**config.mk**
```make
export PLATFORM = sky130hd
export DESIGN_NAME = mem_port_arbiter
export DESIGN_NICKNAME = d
export VERILOG_FILES = /design/src/rtl/mem_port_arbiter.sv
export SDC_FILE = /design/constraint.sdc
export NUM_CORES = 1
export LEC_CHECK = 0
export BUFFER_PORTS_ARGS = -buffer_cell sky130_fd_sc_hd__buf_2
export CELL_PAD_IN_SITES_DETAIL_PLACEMENT = 2
export CELL_PAD_IN_SITES_GLOBAL_PLACEMENT = 2
export CORE_MARGIN = 1
export CORE_UTILIZATION = 25
export CTS_CLUSTER_SIZE = 16
export DETAILED_ROUTE_END_ITERATION = 16
export PLACE_DENSITY = 0.82
export SLEW_MARGIN = 20
export SYNTH_ARGS = -nofsm -noshare
export SYNTH_HDL_FRONTEND = slang
export SYNTH_SLANG_ARGS = --single-unit
```
**constraint.sdc**
```tcl
create_clock -name clk -period 3.8 [get_ports clk]
set_input_delay 0.76 -clock clk [delete_from_list [all_inputs] [get_ports clk]]
set_output_delay 0.76 -clock clk [all_outputs]
set_load 0.005 [all_outputs]
```
**src/rtl/mem_port_arbiter.sv**
```systemverilog
// Round-robin arbiter sharing one memory port between NREQ requesters.
// Ports: rq_* core-side request/ack buses; data_*/addr/c_re/c_we/m_*ack memory side.
module mem_port_arbiter #(
    parameter int NREQ    = 3,
    parameter int ADDR_W  = 32,
    parameter int DATA_W  = 32,
    parameter int LEN_W   = 2,
    parameter int TIMEOUT = 255
) (
    input  logic                   clk,
    input  logic                   rst,
    input  logic [NREQ-1:0]        rq_re,
    input  logic [NREQ-1:0]        rq_we,
    input  logic [NREQ*LEN_W-1:0]  rq_len,
    input  logic [NREQ*ADDR_W-1:0] rq_raddr,
    input  logic [NREQ*ADDR_W-1:0] rq_waddr,
    input  logic [NREQ*DATA_W-1:0] rq_wdata,
    output logic [DATA_W-1:0]      rq_rdata,
    output logic [NREQ-1:0]        rq_rack,
    output logic [NREQ-1:0]        rq_wack,
    output logic [NREQ-1:0]        rq_err,
    input  logic [DATA_W-1:0]      data_in,
    output logic [DATA_W-1:0]      data_out,
    output logic [ADDR_W-1:0]      read_addr,
    output logic [ADDR_W-1:0]      write_addr,
    output logic [LEN_W-1:0]       m_len,
    output logic                   c_re,
    output logic                   c_we,
    input  logic                   m_rack,
    input  logic                   m_wack
);

    localparam int GW   = (NREQ > 1) ? $clog2(NREQ) : 1;
    localparam int CW   = (TIMEOUT > 1) ? $clog2(TIMEOUT + 1) : 1;
    localparam int TLIM = (TIMEOUT > 0) ? TIMEOUT - 1 : 0;

    typedef enum logic [1:0] {IDLE, RD, WR, ACK} state_t;

    state_t          state;
    state_t          state_nxt;
    logic [GW-1:0]   ptr;
    logic [GW-1:0]   g;
    logic [GW-1:0]   win;
    logic            found;
    logic [CW-1:0]   cnt;
    logic [NREQ-1:0] cand;
    logic            ack_ok;
    logic            tmo;
    logic            busy;
    int              j;

    assign cand   = rq_re | rq_we;
    assign busy   = (state == RD) || (state == WR);
    assign ack_ok = ((state == RD) && m_rack) || ((state == WR) && m_wack);
    // Counter holds cycles already spent; the TIMEOUT-th enabled cycle aborts.
    assign tmo    = (TIMEOUT != 0) && busy && !ack_ok && (cnt == CW'(TLIM));

    // Descending scan so the candidate closest to ptr is written last.
    always_comb begin
        found = 1'b0;
        win   = '0;
        j     = 0;
        for (int k = NREQ - 1; k >= 0; k--) begin
            j = (int'(ptr) + k) % NREQ;
            if (cand[j]) begin
                found = 1'b1;
                win   = GW'(j);
            end
        end
    end

    always_ff @(posedge clk or negedge rst) begin
        if (!rst) state <= IDLE;
        else      state <= state_nxt;
    end

    always_comb begin
        state_nxt = state;
        unique case (state)
            IDLE: if (found) state_nxt = rq_re[win] ? RD : WR;
            RD, WR: if (ack_ok || tmo) state_nxt = ACK;
            ACK: state_nxt = IDLE;
            default: state_nxt = IDLE;
        endcase
    end

    always_ff @(posedge clk or negedge rst) begin
        if (!rst) begin
            ptr        <= '0;
            g          <= '0;
            cnt        <= '0;
            c_re       <= 1'b0;
            c_we       <= 1'b0;
            read_addr  <= '0;
            write_addr <= '0;
            data_out   <= '0;
            m_len      <= '0;
            rq_rdata   <= '0;
            rq_rack    <= '0;
            rq_wack    <= '0;
            rq_err     <= '0;
        end else begin
            unique case (state)
                IDLE: begin
                    if (found) begin
                        g     <= win;
                        cnt   <= '0;
                        m_len <= rq_len[win*LEN_W +: LEN_W];
                        if (rq_re[win]) begin
                            c_re      <= 1'b1;
                            read_addr <= rq_raddr[win*ADDR_W +: ADDR_W];
                        end else begin
                            c_we       <= 1'b1;
                            write_addr <= rq_waddr[win*ADDR_W +: ADDR_W];
                            data_out   <= rq_wdata[win*DATA_W +: DATA_W];
                        end
                    end
                end
                RD, WR: begin
                    if (ack_ok || tmo) begin
                        c_re <= 1'b0;
                        c_we <= 1'b0;
                        if (state == RD) rq_rack <= NREQ'(1) << g;
                        else             rq_wack <= NREQ'(1) << g;
                        if (tmo) begin
                            rq_err   <= NREQ'(1) << g;
                            rq_rdata <= '0;
                        end else if (state == RD) begin
                            rq_rdata <= data_in;
                        end
                    end else begin
                        cnt <= cnt + 1'b1;
                    end
                end
                ACK: begin
                    rq_rack <= '0;
                    rq_wack <= '0;
                    rq_err  <= '0;
                    ptr     <= (g == GW'(NREQ - 1)) ? '0 : g + 1'b1;
                end
                default: ;
            endcase
        end
    end

endmodule

```
# Yosys cells after proc, flatten, opt, wreduce, memory -nomap -nowiden

Index checks and enable logic that the tools add are counted.

$add $sub $neg: 4
Div/mod/pow operators: 3
Order comparisons: 4
Equality and inequality tests: 13
Shift-type cells: 5
Multiplexer cells: 43
Bitwise gates (word level): 2
Reduce and logical (&&, ||, !) cells: 24

Operators with widths:

| operator              | count |
|---|---|
| $shiftx 96x8->32      | 3 |
| $lt 32x4->1 const B   | 3 |
| $mod 32x3->32 const B | 2 |
| $mux 32               | 2 |
| $mod 3x3->32 const B  | 1 |
| $reduce_and 3->1      | 7 |
| $mux 3                | 6 |
| $pmux 3 s2            | 3 |
| $mux 8                | 2 |
| $ne 2x2->1 const B    | 8 |
| $pmux 8 s2            | 1 |
| $mux 1                | 15 |
| $mux 2                | 7 |
| $add 8x1->8 const B   | 1 |
| $bmux 1 s2            | 4 |
| $eq 8x8->1 const B    | 1 |
| $reduce_and 4->1      | 2 |
| $eq 2x2->1 const B    | 3 |
| $pmux 2 s3            | 1 |
| $reduce_bool 2->1     | 3 |
| $shiftx 6x4->2        | 1 |
| $logic_and 1x1->1     | 4 |
| $pmux 1 s2            | 2 |
| $reduce_and 2->1      | 2 |
| 12 further kinds      | 14 |

Flip-flop bits (word level): 155

# Logic depth before layout (Yosys ltp)

Gate-level depths: netlist of the first run.

Depth after elaboration: 13
Depth in mapped cells: 12
Mapped depth without buffers: 8

# Least setup slack after synthesis of the first run

Ideal clock, no wire load.

Kind: input -> register
Start point: input port rq_we[2]
End point: register write_addr[10]
Setup time: 0.125 ns
Arrival: 2.815 ns
Data required time: 3.675 ns
Setup slack: 0.860 ns
Stages on the path: 7
Path through: or2_2 a211o_1 a221o_1 a221o_1 a21oi_4 buf_6 mux2_2

Longest elaborated chain between the ends: 11
Elaborated cells on any way between the ends: 21
Classes of those cells: 1 x shift; 17 x mux; 2 x bitwise; 1 x reduce/logical

RTL lines:

| item                                                                      | line | source |
|---|---|---|
| start, declared                                                           | 13   | `input logic [NREQ-1:0] rq_we,` |
| $or 3x3->3 *                                                              | 52   | `assign cand = rq_re \| rq_we;` |
| parallel branches: the longest is 10 deep, another holds $shiftx 96x8->32 | --   |  |
| end signal, assigned                                                      | 114  | `write_addr <= rq_waddr[win*ADDR_W +: ADDR_W];` |
| end, declared                                                             | 25   | `output logic [ADDR_W-1:0] write_addr,` |

Mark *: on every way between the ends. The select of a mux whose other input is x is not followed.
A chain may end at the register's enable or synchronous reset.

# Final worst setup path of the first run

Start point: register ptr[0]
End point: register data_out[9]

Longest elaborated chain between the ends: 12
Elaborated cells on any way between the ends: 25
Classes of those cells: 2 x add/sub; 3 x div; 1 x shift; 17 x mux; 1 x bitwise; 1 x reduce/logical

RTL lines:

| item                                                                   | line | source |
|---|---|---|
| start, declared                                                        | 41   | `logic [GW-1:0] ptr;` |
| start signal, assigned                                                 | 139  | `ptr <= (g == GW'(NREQ - 1)) ? '0 : g + 1'b1;` |
| parallel branches: the longest is 12 deep, another holds $mod 32x3->32 | --   |  |
| end signal, assigned                                                   | 115  | `data_out <= rq_wdata[win*DATA_W +: DATA_W];` |
| end, declared                                                          | 23   | `output logic [DATA_W-1:0] data_out,` |

Several ways; the timed one is not identified. The select of a mux whose other input is x is not followed.

==> run summary, run 1 <==
The flow ran to the end, and the final reports show no timing, DRC or antenna violations. The post-synthesis instance total was 867. For the required time of the critical path, the log shows 4.10 ns.

The run gives 28000 microns as the post-detailed-placement half-perimeter wirelength. Routed length per placed instance: 19.6 microns. After clock tree synthesis, the clock-pin slew on the worst setup and hold paths is 0.08 ns. Clock tree synthesis inserted a total of 17 buffers. The number of buffer cells added on primary ports came out at 476. After clock tree synthesis, the setup repair step added 0 buffers. Entering global routing, the biggest net connects 139 pins. Derived from the worst setup path, the maximum achievable clock frequency is 310 MHz.

The library cell used most frequently in the layout, excluding fill and tap cells, is sky130_fd_sc_hd__buf_2. The library cells used most frequently in the layout, excluding fill and tap cells, are sky130_fd_sc_hd__buf_2 (475), sky130_fd_sc_hd__nand2_1 (182), sky130_fd_sc_hd__dfrtp_1 (155). After filler insertion, the fill cell instance count of the layout stands at 3858. The tools report the post-place setup slack as 0.362 ns. In the final design database the tool counted 1668 nets. The pin slew with the least headroom to its limit is 0.810 ns. STA classifies the critical path startpoint as a flip-flop. The clock tree synthesis step divided the H-tree into 4 levels.

The average footprint of a synthesized cell is 9.82 sq um. The tightest min-delay check is of the in2async type. Setup slack closes at 0.572 ns. TritonCTS built the clock tree. The die boundary height was 187 microns. The share of the clock period used by the worst path after layout is 0.850, and the synthesis-to-finish area growth is 41.3%.

The share of Yosys cell area claimed by the top area cell type was 0.455; the leftover overflow at the end of global routing was 0. Dividing the detail-routed via count by the number of cells gives 4.71. Register-to-register setup slack: 0.57 ns. Counting flops and latches in the post-synthesis netlist gives 155.

The endpoint of the worst register-to-register path is data_out[9]. The logs give 53600 microns for the global-route wire length before repair and 46 for the count of distinct cell types in the synthesized netlist. The final-layout setup total negative slack is 0 ns.

The detailed router finished its first iteration with 240 violations. Measured along the x axis, the die boundary spans 187 microns. The number of nets in the synthesized netlist was 1211; the final critical delay including setup and external delays was 3.23 ns. The root buffer cell chosen for the clock tree is sky130_fd_sc_hd__clkbuf_16. For the number of I/O pins, the log shows 477. Setup repair after global routing left no endpoint under its margin. Summing all multi-input logic gate instances after layout gives 0.00435 sq mm. For the total leakage power, the log shows 6.24 nW.

In this run the critical register-to-register path is launched from ptr[0]. The worst register-to-register path has a depth of 9. The number of global-route vias before repair came out at 9385. Post-CTS repair changed the size of 0 cells.

Cell type with the highest aggregate area in the netlist: sky130_fd_sc_hd__dfrtp_1. Counting along the longest clock path gives a buffer depth of 2. Across all hold checks on the routed design, the worst slack comes to 0.319 ns.

After floorplanning, the core was sized to cover 0.0335 sq mm. The cell area that synthesis handed to floorplanning was 0.00852 sq mm. The number of maximum-capacitance violations is 0, and the maximum vdd ir drop is 0.373 mV. Row generation in the floorplan step produced 67 rows.

By area the synthesized netlist is led by sky130_fd_sc_hd__dfrtp_1 (46%), sky130_fd_sc_hd__mux2i_1 (12%), sky130_fd_sc_hd__mux2_2 (9.5%). For the area enclosed by the die boundary, the log shows 0.0348 sq mm. Summed over all layers, the routed wires come to 35200 microns. The number of enable-type register cells in the synthesized netlist is 0.

Post-detailed-route count of antenna-violating nets: 0. Between clock sinks in the finished design, the worst skew comes to 0.0178 ns. Fraction of final layout cells sized beyond drive strength 1: 0.458. In this run the power density over the cells is 838 mW/mm^2. The clock reaches the later pin of the worst-skew pair after 0.43 ns.

The number of antenna violations at the first check in global routing was 9. The utilization of the core after routing is 0.359. The max-slew violation total from the final report is 0, and the max-slew headroom at the worst pin is 0.460. For the number of buffers inserted for hold repair after clock tree synthesis, the log shows 0. The total routing usage reported by global routing is 0.201, and the final setup violation count is 0. The length of the first detailed-routing pass in iterations is 4. Area used by sequential logic in the layout: 0.00388 sq mm.

The endpoint kind of the worst setup timing path is a flip-flop. In this run the cell area measured after placement is 0.0114 sq mm. Summing over every cut layer, the via total after detailed routing is 8450. The run gives 0.455 as the post-synthesis sequential area ratio.

The number of sinks handled by clock tree synthesis came out at 155. The count of endpoints failing hold in the final timing report is 0. For the post-route cell area, the log shows 0.0120 sq mm.

In the synthesized netlist the dominant register cell turns out to be sky130_fd_sc_hd__dfrtp_1. The logs give 0 for the DRC violation count after routing and 3.53 ns for the arrival time reported for the critical path endpoint. The critical path start-end classification is reg2reg. The starting density of the core is 0.254. At the end of routability-driven placement, the weighted congestion stood at 0.860. The maximum fanout encountered on the critical timing path was 10; the count of synthesis-stage warnings from yosys was 0. The async set-or-reset flop fraction in the synthesized netlist works out to 1.00.
[registers in the layout, summed over array words and instances (netlist names), 3 cells and up]
register / cells
data_out: 32
read_addr: 32
write_addr: 32
rq_err: 3
rq_wack: 3
rq_rack: 3
rq_rdata: 32
cnt: 8
[final cells by class]
type / count / area share
clock inverter: 15 / 0.0126
tap: 448 / 0.0466
clock buffer: 17 / 0.0353
sequential: 155 / 0.322
multi-input combinational: 645 / 0.362
timing repair buffer: 496 / 0.217
antenna: 8 / 0.00166
inverter: 9 / 0.00281
[cell families (layout without fill, tap and decap cells)]
kind of cell             Yosys count  in the layout  synth area share
XOR/XNOR                           3              3           0.00309
buffers and inverters             67            537            0.0372
AND/OR/NAND/NOR                  275            275             0.137
AO/OA/AOI/OAI                    156            156             0.102
multiplexers                     203            203             0.253
adder cells (fa/ha/maj)            8              8            0.0118
other                              0              8                 0
flip-flops                       155            155             0.455
[worst max-delay path by stage]
stage | slack (ns) | cells after the start | end | startpoint
CTS | 0.52 | 9 | data_out[9] | ptr[0]
global placement | 0.40 | 8 | data_out[2] | rq_we[1]
detailed placement | 0.36 | 8 | data_out[9] | rq_we[1]
finish | 0.57 | 9 | data_out[9] | ptr[0]
floorplan | 0.86 | 7 | write_addr[10] | rq_we[2]
global route | 0.40 | 9 | data_out[9] | ptr[1]
[worst max-delay path, cell delays in order, from the launching register on]
cell	delay, ns
sky130_fd_sc_hd__dfrtp_1	0.38
sky130_fd_sc_hd__inv_1	0.08
sky130_fd_sc_hd__ha_1	0.38
sky130_fd_sc_hd__inv_1	0.15
sky130_fd_sc_hd__a211o_1	0.29
sky130_fd_sc_hd__a221o_1	0.34
sky130_fd_sc_hd__a221o_1	0.41
sky130_fd_sc_hd__a21oi_4	0.48
sky130_fd_sc_hd__buf_4	0.25
sky130_fd_sc_hd__mux2_1	0.33
[metrics by stage]
stage	instances	total power, mW
final	1793	10.1
after global routing	1793	10.9
after CTS	1785	10.3
after detailed placement	1753	8.48
after global placement	1753	8.20
after floorplan	867	6.20
[cells in the mapped netlist, types with 2 or more instances]
master,n
sky130_fd_sc_hd__mux2_2,72
sky130_fd_sc_hd__a31oi_1,2
sky130_fd_sc_hd__nand2_1,182
sky130_fd_sc_hd__a211o_1,2
sky130_fd_sc_hd__xor2_1,3
sky130_fd_sc_hd__a21boi_0,2
sky130_fd_sc_hd__nand4_1,3
sky130_fd_sc_hd__dfrtp_1,155
sky130_fd_sc_hd__o21a_1,2
sky130_fd_sc_hd__buf_2,16
sky130_fd_sc_hd__mux2_1,26
sky130_fd_sc_hd__nor4_1,3
sky130_fd_sc_hd__inv_1,9
sky130_fd_sc_hd__buf_1,8
sky130_fd_sc_hd__buf_6,6
sky130_fd_sc_hd__mux2i_1,105
sky130_fd_sc_hd__o22ai_1,2
sky130_fd_sc_hd__a21oi_1,9
sky130_fd_sc_hd__or2_2,5
sky130_fd_sc_hd__o211ai_1,4
sky130_fd_sc_hd__clkbuf_1,28
sky130_fd_sc_hd__or4_1,2
sky130_fd_sc_hd__nor3_1,4
sky130_fd_sc_hd__a221oi_1,2
sky130_fd_sc_hd__o21ai_0,117
sky130_fd_sc_hd__nor2_1,16
sky130_fd_sc_hd__nand3_1,48
sky130_fd_sc_hd__o31ai_1,3
sky130_fd_sc_hd__nor2b_1,3
sky130_fd_sc_hd__o21ai_1,2
sky130_fd_sc_hd__a221o_1,3
sky130_fd_sc_hd__and2_1,2
sky130_fd_sc_hd__ha_1,8
[report_power, final]
group / internal (mW) / total (mW) / switching [mW] / leakage (nW)
clock: 0.930 / 1.74 / 0.809 / 0.285
sequential: 2.46 / 2.90 / 0.442 / 1.88
combinational: 2.50 / 5.45 / 2.95 / 4.07
total: 5.89 / 10.1 / 4.20 / 6.24
[routing by layer]
metal,up-vias,share of wire,GRT usage
met3,43,0.054,0.0457
met1,4141,0.40,0.224
met4,2,0.028,0.0766
met2,303,0.52,0.369
met5,-,0.00037,0
li1,3961,-,-
Note: power is estimated with default switching activity, not from simulation.
==> inputs of run 2 (changes only) <==
clock period = 3 ns   (was 3.8 ns; I/O delays follow)
==> run summary, run 2 (same netlist as run 1, synthesis figures left out) <==
The area enclosed by the die boundary came out at 0.0348 sq mm. The final critical delay including setup and external delays works out to 2.86 ns. For the arrival time reported for the critical path endpoint, the log shows 3.14 ns. The tools report the number of antenna violations at the first check in global routing as 8. The fraction of final layout cells sized beyond drive strength 1 was 0.467; the final total power was 13.1 mW.

The starting density of the core came out at 0.254. The logs give 0.520 for the max-slew headroom at the worst pin and 1685 for the layout net count. The detail route stage leaves a number of antenna-violating nets equal to 0. Max-cap violations in this run came to 0. The region available for standard cell placement spans 0.0335 sq mm. The x dimension of the die works out to 187 microns. The run gives 0 ns as the final-layout setup total negative slack. The share of the clock period used by the worst path after layout is 0.952. The maximum fanout encountered on the critical timing path came out at 17. For this block, the via count after detailed routing is 8592. For the number of global-route vias before repair, the log shows 9383. Maximum clock rate: 350 MHz. Leaving out fill and tap cells, the most frequent cell in the layout is sky130_fd_sc_hd__buf_2. The tools report the clock tree buffer depth as 2.

Setup repair after global routing left no endpoint under its margin. After detailed routing, the number of vias per cell comes to 4.75. The required time of the critical path was 3.29 ns.

The endpoint kind of the worst setup timing path is a flip-flop. Dividing the detail-routed wire length by the instance count gives 20.0 microns. The floorplan step set the die height to 187 microns. The number of buffers inserted for hold repair after clock tree synthesis is 0, and the number of levels in the clock H-tree is 4. For this run the aggregate overflow at the end of global routing stands at 0.

The analysis attributes to cell leakage a power of 6.34 nW. The sequential cells in the finished layout cover a total of 0.00388 sq mm. The clock reaches the later pin of the worst-skew pair after 0.43 ns. The logs give 36200 microns for the total detailed-routing wirelength and 101 for the largest net degree at the start of global routing. The initialized floorplan defines 67 standard-cell rows.

The tools report the launching element type of the critical path as a flip-flop. Buffers placed on the I/O ports in this run total 476. The worst hold path belongs to the class in2async. Between clock sinks in the finished design, the worst skew comes to 0.0137 ns.

The logs give 0 for the max-slew violation total from the final report and 0.372 for the met2 track demand over resource. For this run, the detailed router's first-pass iteration total came to 4. The first global-routing pass estimated 54700 microns of wire. In this run the count of I/O pins placed on the die edge is 477.

Leaving out fill and tap cells, the most frequent cells in the layout are sky130_fd_sc_hd__buf_2 (475), sky130_fd_sc_hd__nand2_1 (182), sky130_fd_sc_hd__dfrtp_1 (155). Setup violations remaining at the end of the flow were counted as 0. The tree built by TritonCTS fans out to 155 sinks. In this run, CTS created clock tree buffers numbering 17.

Global-route layer with the greatest usage: met2. The wire-length estimate of the detail-placed layout is 28900 microns. Clock-pin slew was measured on the worst setup and hold paths at 0.07 ns. TritonCTS built the clock tree. After the first detailed-routing iteration, the DRC count stood at 200. The total routing usage reported by global routing came out at 0.204. The global-route track usage on met3 is 0.0491. Routability-driven placement finished with a final weighted congestion of 0.842. The run gives 0.231 as the routing usage on met1. At the pin with the least slew margin, the transition time is 0.720 ns. In the final layout, the multi-input gates occupy 0.00438 sq mm. Clock tree synthesis selected as its root buffer the cell sky130_fd_sc_hd__clkbuf_16. The tools report the maximum vdd ir drop as 0.524 mV. The count of endpoints failing hold in the final timing report was 0.

The DRC violation count after routing is 0, and the total power divided by cell area is 1070 mW/mm^2. The flow ran to the end, and the final reports show no timing, DRC or antenna violations. The filler cells instantiated in the layout total 3846. The critical path start-end classification was reg2reg.

From synthesis to final layout, the design area changed by 43.9%.
[run 2: cell count changes in the layout (fill, tap and decap cells not counted), moves of 2 or more]
cell and delta:
sky130_fd_sc_hd__buf_12 +3, sky130_fd_sc_hd__clkinvlp_4 +3, sky130_fd_sc_hd__diode_2 -2, sky130_fd_sc_hd__clkinv_4 -2, sky130_fd_sc_hd__inv_8 -2, sky130_fd_sc_hd__buf_4 +12
[run 2: final cells by class]
class | instances | share of cell area
Tap cell | 448 | 0.0458
Antenna cell | 6 | 0.00123
Multi-Input combinational cell | 645 | 0.358
Clock buffer | 18 | 0.0350
Sequential cell | 155 | 0.317
Clock inverter | 14 | 0.0109
Inverter | 9 | 0.00276
Timing Repair Buffer | 513 | 0.230
[run 2: report_power, final]
group          leakage (nW)  switching [mW]  internal, mW
logic                  4.19            3.88          3.42
clock network         0.266           0.952          1.16
registers              1.88           0.576          3.12
[run 2: worst paths after layout]
path | from | to | slack (ns) | depth (start not counted)
setup / recovery | ptr[1] | data_out[14] | 0.14 | 11
max in group asynchronous | rst | write_addr[29] | 2.06 | 2
hold / removal | rst | rq_rdata[0] | 0.07 | 1
setup reg to reg | ptr[1] | data_out[14] | 0.14 | 11
min in group clk | data_in[5] | rq_rdata[5] | 0.40 | 3
hold reg to reg | rq_rdata[5] | rq_rdata[5] | 0.47 | 2
[run 2: timing repair]
action	CTS	global route
resized for setup	1	5
setup buffers	0	1
cloned	0	1
endpoints found under the hold margin	0	0
pin swaps	0	2
setup endpoints to repair	1	50
[run 2: critical path: stages, from the launching register on]
cell	delay, ns
sky130_fd_sc_hd__dfrtp_1	0.40
sky130_fd_sc_hd__inv_1	0.08
sky130_fd_sc_hd__ha_1	0.24
sky130_fd_sc_hd__buf_4	0.18
sky130_fd_sc_hd__nand2_1	0.07
sky130_fd_sc_hd__nand2_1	0.09
sky130_fd_sc_hd__a211o_4	0.38
sky130_fd_sc_hd__a221o_1	0.39
sky130_fd_sc_hd__a21oi_4	0.19
sky130_fd_sc_hd__buf_12	0.17
sky130_fd_sc_hd__buf_12	0.17
sky130_fd_sc_hd__mux2_1	0.36
[run 2: layer usage]
metal	part of all wire	vias to the layer above
met5	0.00086	-
met4	0.026	4
met3	0.055	45
met2	0.52	327
met1	0.40	4209
li1	-	4007
[run 2: through the flow]
stage	area (sq um)	setup WS [ns]	cells	hold slack, ns	utilization
final	12300	0.145	1808	0.0710	0.365
after global routing	12200	0.0110	1807	0.0690	0.365
after CTS	12200	0.0713	1800	0.0584	0.363
after detailed placement	11600	0.0343	1768	0.457	0.346
after global placement	11600	0.0732	1768	0.444	0.346
after floorplan	8520	0.198	867	0.304	-
==> inputs of run 3 (changes only) <==
CORE_AREA = 2 2 184 186   (was not set)
CORE_MARGIN = not set   (was 1)
CORE_UTILIZATION = not set   (was 25)
CTS_BUF_LIST = sky130_fd_sc_hd__clkbuf_4   (was not set)
DIE_AREA = 0 0 186 188   (was not set)
PLACE_DENSITY = 0.84   (was 0.82)
==> run summary, run 3 (same netlist as run 1, synthesis figures left out) <==
The final layout contains routed wiring with a total length of 36200 microns. Along the worst path, the maximum fanout reaches 16. The internal power component was 7.01 mW. After filler insertion, the fill cell instance count of the layout stands at 3844. The logs give 0.0350 sq mm for the area enclosed by the die boundary and 86 for the largest net degree at the start of global routing. The number of I/O pins is 477, and the vias after detailed routing is 8528. The x dimension of the die is 186 microns. The type of the worst min-delay path was in2reg.

The most common library cell in the layout ignoring fill and taps is sky130_fd_sc_hd__buf_2. The run gives 3.26 ns as the arrival time reported for the critical path endpoint. The run gives 6 as the length of the first detailed-routing pass in iterations. The total routing usage reported by global routing is 0.203. In this run the clock root is driven by a sky130_fd_sc_hd__clkbuf_4. The run gives 0.54 ns as the later-pin clock latency in the skew report. The run finished with clean final reports.

The run gives 0 as the final setup violation count. Routability-driven placement finished with a final weighted congestion of 0.886. The run gives 0.257 as the starting density of the core.

The post-detailed-route count of antenna-violating nets was 0. The share of the clock period used by the worst path after layout was 0.948. The logs give 0.361 mV for the maximum vdd ir drop and 155 for the number of sinks handled by clock tree synthesis. Fraction of final layout cells sized beyond drive strength 1: 0.466. The critical path start-end classification was reg2reg.

STA puts the critical path data required time at 3.42 ns. The switching share of power was 0.433; the pin slew with the least headroom to its limit was 0.755 ns. The leftover overflow at the end of global routing was 0. The placeable core region was 0.0331 sq mm; the fraction of power consumed by the clock network was 0.115. For the count of standard-cell rows, the log shows 67. The final critical delay including setup and external delays is 2.84 ns, and the number of levels in the clock H-tree is 4.

The total power divided by cell area was 1030 mW/mm^2; the total leakage power was 6.22 nW. Timing would allow up to 352 MHz. The worst setup path is captured at a flip-flop. The analysis attributes to net switching a power of 5.36 mW.

For the fraction of power consumed by combinational cells, the log shows 0.588. The number of global-route vias before repair is 9550. The TritonCTS buffer count came out at 17. Setup repair after global routing left no endpoint under its margin. The run gives 0.497 as the max-slew headroom at the worst pin. DRC violation count after routing: 0. The number of vias per cell was 4.71; the routed length per placed instance was 20.0 microns.

The first global-routing pass estimated 53900 microns of wire. No sink is reached through more buffers than the 2 on the longest clock path. Largest clock skew in the final design: 0.0373 ns. The wire-length estimate of the detail-placed layout is 29800 microns.

After clock tree synthesis, the clock-pin slew on the worst setup and hold paths is 0.16 ns. Overall power consumption after layout is estimated at 12.4 mW. For this run, the post-layout net count is 1684. The count of buffers added on input and output ports is 476. The tools report the launching element type of the critical path as a flip-flop. The run gives 211 as the number of DRC markers after the initial detailed-route iteration. For the max-slew violation total from the final report, the log shows 0. The part of the power in registers was 0.297; the count of endpoints failing hold in the final timing report was 0. The run gives 12 as the number of antenna violations at the first check in global routing.

The area growth from synthesis to layout is 40.7%. The die is 188 microns tall. The top cell types in the final layout, fill and taps aside, are sky130_fd_sc_hd__buf_2 (475), sky130_fd_sc_hd__nand2_1 (182), sky130_fd_sc_hd__dfrtp_1 (155). TritonCTS built the clock tree.

The number of maximum-capacitance violations is 0, and the utilization of the core after routing is 0.362.
[run 3: changes by cell type in the layout (fill, tap and decap cells not counted), sizes merged]
cell         previous run  this run
clkbuf                 19        17
buf                   512       511
dlygate4sd3             0         1
inv                    16        17
diode                   6         9
bufinv                  1         2
clkinvlp                4         2
clkinv                  2         3
[run 3: worst paths after layout]
path / start / end / slack (ns) / cells past startpoint
worst max-delay path: ptr[1] / write_addr[3] / 0.16 / 9
worst min-delay path: data_in[18] / rq_rdata[18] / 0.27 / 3
worst max register to register: ptr[1] / write_addr[3] / 0.16 / 9
worst min register to register: rq_rdata[18] / rq_rdata[18] / 0.48 / 2
max in group asynchronous: rst / read_addr[27] / 1.70 / 3
min in group asynchronous: rst / rq_rdata[1] / 0.58 / 2
[run 3: what timing repair did]
item,in CTS,in global routing
setup endpoints to repair,62,77
buffers inserted,0,0
hold buffers,1,0
gates resized for setup,1,3
endpoints found under the hold margin,46,0
pin swaps,0,1
[run 3: stage by stage]
| step | hold WS [ns] | cell area (sq um) | worst slack (ns) | setup TNS, ns | std cells |
|---|---|---|---|---|---|
| after floorplan | 0.304 | 8520 | 0.198 | 0 | 867 |
| after global placement | 0.445 | 11600 | 0.0655 | 0 | 1768 |
| after detailed placement | 0.452 | 11600 | -0.0197 | -0.124 | 1768 |
| after CTS | 0.201 | 11900 | 0.0332 | 0 | 1801 |
| final | 0.270 | 12000 | 0.157 | 0 | 1810 |
| after global routing | 0.192 | 12000 | 0.0239 | 0 | 1810 |
[run 3: area by class of cell]
cell class / instances / area [sq um] / share of cell area
Multi-Input combinational cell: 645 / 4380 / 0.366
Sequential cell: 155 / 3880 / 0.324
Clock buffer: 17 / 128 / 0.0106
Inverter: 9 / 33.8 / 0.00282
Clock inverter: 15 / 180 / 0.0150
Timing Repair Buffer: 512 / 2800 / 0.234
Antenna cell: 9 / 22.5 / 0.00188
Tap cell: 448 / 561 / 0.0468
[run 3: metal layers]
metal  global-route usage  wire length [microns]  up-vias  part of all wire
met3               0.0418                   2020       53             0.056
met5                    0                      0        -                 0
met4               0.0857                   1230        0             0.034
li1                     -                      -     3996                 -
met1                0.228                  14000     4172              0.39
met2                0.367                  18900      307              0.52
[run 3: power by group through the flow]
stage / Sequential [mW] / Combinational (mW) / Clock [mW]
4_1_cts: 3.69 / 7.38 / 1.50
5_1_grt: 3.80 / 7.98 / 1.59
3_5_place_dp: 3.73 / 7.35 / 0
2_1_floorplan: 3.71 / 4.14 / 0
3_3_place_gp: 3.65 / 6.99 / 0
6_report: 3.68 / 7.27 / 1.42
[run 3: worst max-delay path, cell delays in order, from the launching register on]
cell and delay, ns:
sky130_fd_sc_hd__dfrtp_1 0.44, sky130_fd_sc_hd__ha_4 0.30, sky130_fd_sc_hd__nor3b_4 0.21, sky130_fd_sc_hd__o22ai_1 0.13, sky130_fd_sc_hd__a211o_4 0.37, sky130_fd_sc_hd__a221o_1 0.39
sky130_fd_sc_hd__a21oi_4 0.19, sky130_fd_sc_hd__buf_12 0.17, sky130_fd_sc_hd__buf_12 0.16, sky130_fd_sc_hd__mux2_2 0.35
